### src/rtl/decode_stage_sb.sv
// Registered decode stage: field split, immediate extension, control flags,
// and a per-register pending-write scoreboard that stalls fetch on RAW/WAW hazards.
module decode_stage_sb #(
  parameter int INSTRUCTION_WIDTH = 33,
  parameter int WIDTH_OPCODE      = 5,
  parameter int REGFILE_ADDR_BITS = 4,
  parameter int IMMEDIATE_WIDTH   = 16,
  parameter int DATA_WIDTH        = 32,
  parameter bit IMM_SIGNED        = 1'b1
) (
  input  logic                         clk,
  input  logic                         reset,
  input  logic                         in_valid,
  output logic                         in_ready,
  input  logic [INSTRUCTION_WIDTH-1:0] in_instr,
  output logic                         out_valid,
  input  logic                         out_ready,
  output logic [WIDTH_OPCODE-1:0]      out_opcode,
  output logic [REGFILE_ADDR_BITS-1:0] out_rd,
  output logic [REGFILE_ADDR_BITS-1:0] out_rs1,
  output logic [REGFILE_ADDR_BITS-1:0] out_rs2,
  output logic [DATA_WIDTH-1:0]        out_imm,
  output logic                         out_reg_write,
  output logic                         out_mem_read,
  output logic                         out_mem_write,
  output logic                         out_branch,
  output logic                         out_illegal,
  input  logic                         wb_valid,
  input  logic [REGFILE_ADDR_BITS-1:0] wb_addr,
  input  logic                         flush
);

  localparam int IW   = INSTRUCTION_WIDTH;
  localparam int OW   = WIDTH_OPCODE;
  localparam int RA   = REGFILE_ADDR_BITS;
  localparam int IMW  = IMMEDIATE_WIDTH;
  localparam int DW   = DATA_WIDTH;
  localparam int NREG = 2 ** RA;

  localparam logic [OW-1:0] OP_NOP  = OW'(0);
  localparam logic [OW-1:0] OP_LR   = OW'(1);
  localparam logic [OW-1:0] OP_LI   = OW'(2);
  localparam logic [OW-1:0] OP_SR   = OW'(3);
  localparam logic [OW-1:0] OP_MOVE = OW'(4);
  localparam logic [OW-1:0] OP_ADD  = OW'(5);
  localparam logic [OW-1:0] OP_ADDI = OW'(6);
  localparam logic [OW-1:0] OP_SUB  = OW'(7);
  localparam logic [OW-1:0] OP_CMP  = OW'(8);
  localparam logic [OW-1:0] OP_AND  = OW'(9);
  localparam logic [OW-1:0] OP_OR   = OW'(10);
  localparam logic [OW-1:0] OP_NOT  = OW'(11);
  localparam logic [OW-1:0] OP_SHL  = OW'(12);
  localparam logic [OW-1:0] OP_SHR  = OW'(13);
  localparam logic [OW-1:0] OP_BNE  = OW'(14);
  localparam logic [OW-1:0] OP_BE   = OW'(15);

  logic [OW-1:0]   w_op;
  logic [RA-1:0]   w_rd;
  logic [RA-1:0]   w_rs1;
  logic [RA-1:0]   w_rs2;
  logic [IMW-1:0]  w_imm;
  logic [DW-1:0]   w_imm_ext;
  logic            w_legal;
  logic            w_rd_rd;
  logic            w_rd_rs1;
  logic            w_rd_rs2;
  logic            w_wr;
  logic            w_mr;
  logic            w_mw;
  logic            w_br;
  logic            w_sext;
  logic            w_hazard;
  logic            w_accept;
  logic [NREG-1:0] w_pending_nxt;

  logic            r_out_valid;
  logic [NREG-1:0] r_pending;
  logic [OW-1:0]   r_opcode;
  logic [RA-1:0]   r_rd;
  logic [RA-1:0]   r_rs1;
  logic [RA-1:0]   r_rs2;
  logic [DW-1:0]   r_imm;
  logic            r_reg_write;
  logic            r_mem_read;
  logic            r_mem_write;
  logic            r_branch;
  logic            r_illegal;

  assign w_op    = in_instr[IW-1 -: OW];
  assign w_rd    = in_instr[IW-OW-1 -: RA];
  assign w_rs1   = in_instr[IW-OW-RA-1 -: RA];
  assign w_rs2   = in_instr[IW-OW-2*RA-1 -: RA];
  assign w_imm   = in_instr[IMW-1:0];
  assign w_legal = (int'(w_op) < 16);

  always_comb begin
    w_rd_rd  = 1'b0;
    w_rd_rs1 = 1'b0;
    w_rd_rs2 = 1'b0;
    w_wr     = 1'b0;
    w_mr     = 1'b0;
    w_mw     = 1'b0;
    w_br     = 1'b0;
    if (w_legal) begin
      case (w_op)
        OP_NOP: ;
        OP_LR:   begin w_rd_rs1 = 1'b1; w_wr = 1'b1; w_mr = 1'b1; end
        OP_LI:   w_wr = 1'b1;
        OP_SR:   begin w_rd_rd = 1'b1; w_rd_rs1 = 1'b1; w_mw = 1'b1; end
        OP_MOVE: begin w_rd_rs1 = 1'b1; w_wr = 1'b1; end
        OP_ADD, OP_SUB, OP_AND, OP_OR:
                 begin w_rd_rs1 = 1'b1; w_rd_rs2 = 1'b1; w_wr = 1'b1; end
        OP_ADDI: begin w_rd_rd = 1'b1; w_wr = 1'b1; end
        OP_CMP:  begin w_rd_rd = 1'b1; w_rd_rs1 = 1'b1; end
        OP_NOT, OP_SHL, OP_SHR:
                 begin w_rd_rs1 = 1'b1; w_wr = 1'b1; end
        OP_BNE, OP_BE:
                 begin w_rd_rd = 1'b1; w_rd_rs1 = 1'b1; w_br = 1'b1; end
        default: ;
      endcase
    end
  end

  // Branch offsets are always signed, whatever the global immediate mode.
  assign w_sext    = IMM_SIGNED | w_br;
  assign w_imm_ext = {{(DW-IMW){w_sext & w_imm[IMW-1]}}, w_imm};

  assign w_hazard = in_valid & ((w_rd_rd  & r_pending[w_rd])  |
                                (w_rd_rs1 & r_pending[w_rs1]) |
                                (w_rd_rs2 & r_pending[w_rs2]) |
                                (w_wr     & r_pending[w_rd]));

  assign in_ready = ~reset & ~flush & ~w_hazard & (~r_out_valid | out_ready);
  assign w_accept = in_valid & in_ready;

  // Clears first so that a same-edge set of the same register wins.
  always_comb begin
    w_pending_nxt = r_pending;
    if (flush && r_out_valid && r_reg_write) w_pending_nxt[r_rd] = 1'b0;
    if (wb_valid) w_pending_nxt[wb_addr] = 1'b0;
    if (w_accept && w_wr && (w_rd != '0)) w_pending_nxt[w_rd] = 1'b1;
    w_pending_nxt[0] = 1'b0;
  end

  always_ff @(posedge clk or posedge reset) begin
    if (reset) begin
      r_out_valid <= 1'b0;
      r_pending   <= '0;
      r_opcode    <= '0;
      r_rd        <= '0;
      r_rs1       <= '0;
      r_rs2       <= '0;
      r_imm       <= '0;
      r_reg_write <= 1'b0;
      r_mem_read  <= 1'b0;
      r_mem_write <= 1'b0;
      r_branch    <= 1'b0;
      r_illegal   <= 1'b0;
    end else begin
      r_pending <= w_pending_nxt;
      if (w_accept) begin
        r_out_valid <= 1'b1;
        r_opcode    <= w_op;
        r_rd        <= w_rd;
        r_rs1       <= w_rs1;
        r_rs2       <= w_rs2;
        r_imm       <= w_imm_ext;
        r_reg_write <= w_wr;
        r_mem_read  <= w_mr;
        r_mem_write <= w_mw;
        r_branch    <= w_br;
        r_illegal   <= ~w_legal;
      end else if (flush || out_ready) begin
        r_out_valid <= 1'b0;
      end
    end
  end

  assign out_valid     = r_out_valid;
  assign out_opcode    = r_opcode;
  assign out_rd        = r_rd;
  assign out_rs1       = r_rs1;
  assign out_rs2       = r_rs2;
  assign out_imm       = r_imm;
  assign out_reg_write = r_reg_write;
  assign out_mem_read  = r_mem_read;
  assign out_mem_write = r_mem_write;
  assign out_branch    = r_branch;
  assign out_illegal   = r_illegal;

endmodule
### config.mk
export PLATFORM = sky130hd
export DESIGN_NAME = decode_stage_sb
export DESIGN_NICKNAME = d
export VERILOG_FILES = /design/src/rtl/decode_stage_sb.sv
export SDC_FILE = /design/constraint.sdc
export NUM_CORES = 1
export LEC_CHECK = 0
export CORE_MARGIN = 10
export CORE_UTILIZATION = 40
export DETAILED_ROUTE_END_ITERATION = 6
export PLACE_DENSITY = 0.71
export SYNTH_ARGS = -nofsm -noshare
export SYNTH_HDL_FRONTEND = slang
export SYNTH_SLANG_ARGS = --single-unit
### constraint.sdc
create_clock -name clk -period 5.6 [get_ports clk]
set_input_delay 0.56 -clock clk [delete_from_list [all_inputs] [get_ports clk]]
set_output_delay 0.56 -clock clk [all_outputs]
set_load 0.05 [all_outputs]
==> implementation parameters <==
Parameter                              Value

Outcome
  Status ... finished, final reports clean

Synth
  Primary flip-flop cell chosen by synthesis mapping ... sky130_fd_sc_hd__dfrtp_1
  Most repeated cell in the gate-level netlist after synthesis ... sky130_fd_sc_hd__dfrtp_1
  Number of enable flip-flop cells after synthesis ... 0
  Sequential share of the synthesized area ... 43.8%
  YS warnings ... 0
  Average footprint of a synthesized cell ... 11.2 µm²
  Cell Area, Synth ... 0.00303 mm²
  Netlist cell types ... 44
  Synth cell count leaders ... 53 x sky130_fd_sc_hd__dfrtp_1, 41 x sky130_fd_sc_hd__mux2_2, 19 x sky130_fd_sc_hd__buf_4
  Total nets after synthesis ... 313
  Yosys top cell by area ... sky130_fd_sc_hd__dfrtp_1
  Post-synthesis sequential element count ... 53
  Proportion of netlist area held by the largest area contributor ... 43.8%
  Dominant cells by area after synthesis ... sky130_fd_sc_hd__dfrtp_1 44%, sky130_fd_sc_hd__mux2_2 15%, sky130_fd_sc_hd__buf_4 4.7%
  Synthesized netlist cell count ... 270
  Share of flip-flops with an asynchronous set or reset ... 100%

Timing
  Post-route setup TNS ... 0 ns
  Hold violation total from the final report ... 0
  Worst setup skew after layout ... 0.00562 ns
  Final setup viols ... 0
  Highest clock rate ... 236 MHz
  Setup repair after global routing missed its margin ... no
  Number of pins exceeding their max-slew limit in the final report ... 0
  Worst Max-Slew Pin Slew ... 0.696 ns
  Minimum clock period after layout ... 4.23 ns
  Worst slew margin relative to its limit ... 53.5%
  Part of the cycle the worst path needs ... 75.5%

Placed design
  Detailed-placement wirelength estimate ... 6550 µm
  Placed cell area ... 0.00394 mm²
  Final RePlAce weighted congestion ... 0.871
  Count of buffers inserted at the top-level ports ... 98

Floorplanning
  Floorplan Core Area ... 0.00729 mm²
  Chip Width ... 107 µm
  # rows ... 31
  Initial core utilization ... 41.5%
  Boundary Pins ... 99
  Overall die area ... 0.0114 mm²
  Vertical extent of the die ... 107 µm

Critical path
  Critical path capture point type ... primary output
  Worst endpoint required time ... 5.04 ns
  Kind of launch point of the worst setup path ... input pin
  Endpoint arrival time on the critical path ... 3.67 ns
  Worst setup path category ... in -> out
  Worst-path maximum fanout ... 17

Clock network
  Number of sinks driven by the clock tree ... 53
  Depth of the CTS H-tree ... 2
  Clock root cell ... sky130_fd_sc_hd__clkbuf_8
  Quantity of gates resized following cts ... 0
  Insertion delay to the later sink of the worst-skew pair ... 0.30 ns
  Number of buffers inserted by post-CTS setup repair ... 0
  Clock transition at the registers of the reported paths ... 0.09 ns
  CTS tree ... yes
  TritonCTS Buffers ... 5
  Cts hold-fix bufs ... 0
  Clock Tree Buf Depth ... 2

Layout
  Layout net count ... 389
  Core Util, Final ... 55.6%
  Layout-stage area growth over the synthesis result ... 34.0%
  Antenna diodes ... 0
  Fraction of final layout cells sized beyond drive strength 1 ... 17.3%
  Cell area after layout ... 0.00406 mm²
  Fill cell total of the finished layout ... 683

Global route
  All-layer global routing usage ... 14.8%
  Largest net degree at the start of global routing ... 49
  Number of global-route vias before repair ... 2,555
  GRT Residual Overflow ... 0
  First-pass GRT wire length ... 13,800 µm
  Initial antenna violation count ... 0

Worst hold path
  Min-delay worst type ... in -> async

Flow run
  Max-cap violations ... 0

Routing
  Number of vias per cell after detailed routing ... 5.41
  Total routed wirelength ... 8330 µm
  DR pass1 iterations ... 4
  Average routed wire per standard cell ... 18.7 µm
  Number of remaining DRC errors ... 0
  Number of nets with antenna violations after routing ... 0
  Count of vias placed by the detailed router ... 2,413
  Number of DRC violations after detailed-routing iteration 0 ... 183

Power
  Static leakage ... 1.61 nW
  Power per cell area ... 364 mW/mm²
  Peak ir drop on the vdd network ... 0.000136 V
## metrics by stage
step	setup WS, ns	std cells	power, W	hold WS, ns
global placement	1.47	438	0.00122	0.488
detailed placement	1.36	438	0.00123	0.495
CTS	1.36	446	0.00150	0.464
finish	1.37	446	0.00148	0.468
global route	1.15	446	0.00155	0.475
floorplan	2.10	270	0.00100	0.518
## cells in the final DEF (no fill, tap or decap), drive strengths merged, types with 3 or more instances in the layout
master / count
o211ai: 3
o21ai: 10
nand3b: 3
a31oi: 3
or3: 4
nor3: 8
mux4: 4
o31ai: 7
nand2: 14
o41ai: 6
o221ai: 11
buf: 3
mux2i: 6
nor2b: 6
nand2b: 12
nor2: 7
dfrtp: 53
inv: 9
clkbuf: 7
a21oi: 4
mux2: 41
clkdlybuf4s50: 98
o22ai: 3
nand3: 4
## metal layers
layer,wire [µm],up-vias,track usage (%)
met1,3600,1168,18.8
li1,-,1145,-
met3,694,8,4.79
met4,75,0,3.48
met5,0,-,0
met2,3960,92,23.7
## worst max-delay path, stage by stage
cell and delay [ns]:
sky130_fd_sc_hd__clkdlybuf4s50_1 0.92, sky130_fd_sc_hd__mux2_2 0.40, sky130_fd_sc_hd__o22ai_1 0.15, sky130_fd_sc_hd__nor4_1 0.08, sky130_fd_sc_hd__a31oi_1 0.32, sky130_fd_sc_hd__nand4_4 0.20, sky130_fd_sc_hd__a21boi_0 0.20, sky130_fd_sc_hd__clkdlybuf4s50_1 0.83
## final timing paths
| check | startpoint | to | slack, ns | depth (start not counted) |
|---|---|---|---|---|
| max | in_instr[25] | in_ready | 1.37 | 8 |
| min | reset | out_imm[3]$_DFFE_PP0P_ | 0.47 | 2 |
| max reg2reg | r_pending[2]$_DFF_PP0_ | r_pending[4]$_DFF_PP0_ | 2.96 | 7 |
| min reg2reg | out_rs1[0]$_DFFE_PP0P_ | out_rs1[0]$_DFFE_PP0P_ | 0.51 | 1 |
| max in group asynchronous | reset | out_rd[3]$_DFFE_PP0P_ | 4.33 | 3 |
| min in group clk | out_rs1[0]$_DFFE_PP0P_ | out_rs1[0]$_DFFE_PP0P_ | 0.51 | 1 |
## state kept, by name, summed over array words and instances (netlist names)
signal         flops
out_illegal        1
out_rs2            4
r_pending         15
out_reg_write      1
out_opcode         4
out_rd             4
out_mem_read       1
out_branch         1
out_valid          1
out_rs1            4
out_imm           16
out_mem_write      1
## kinds of logic (layout without fill, tap and decap cells)
family          after synthesis  in the layout  synth area share [%]
buf+inv                      41            118                  8.35
flops                        53             53                  43.8
simple gates                 68             68                  12.8
mux                          51             51                  20.6
compound gates               57             57                  14.4
## where the power goes
part           switching, W  total (W)  internal (W)  leakage [nW]
clock network      0.000122   0.000268      0.000146        0.0585
registers         0.0000546   0.000505      0.000450         0.667
logic              0.000452   0.000704      0.000251         0.887
## area by class of cell
cell class / instances / area [µm²] / area share (%)
timing repair buffer: 101 / 1000 / 24.7
clock buffer: 7 / 86.3 / 2.13
inverter: 9 / 33.8 / 0.833
tap: 99 / 124 / 3.05
sequential: 53 / 1330 / 32.7
clock inverter: 1 / 30.0 / 0.740
multi-input combinational: 176 / 1450 / 35.8
Power figures use the tool's default switching activity.
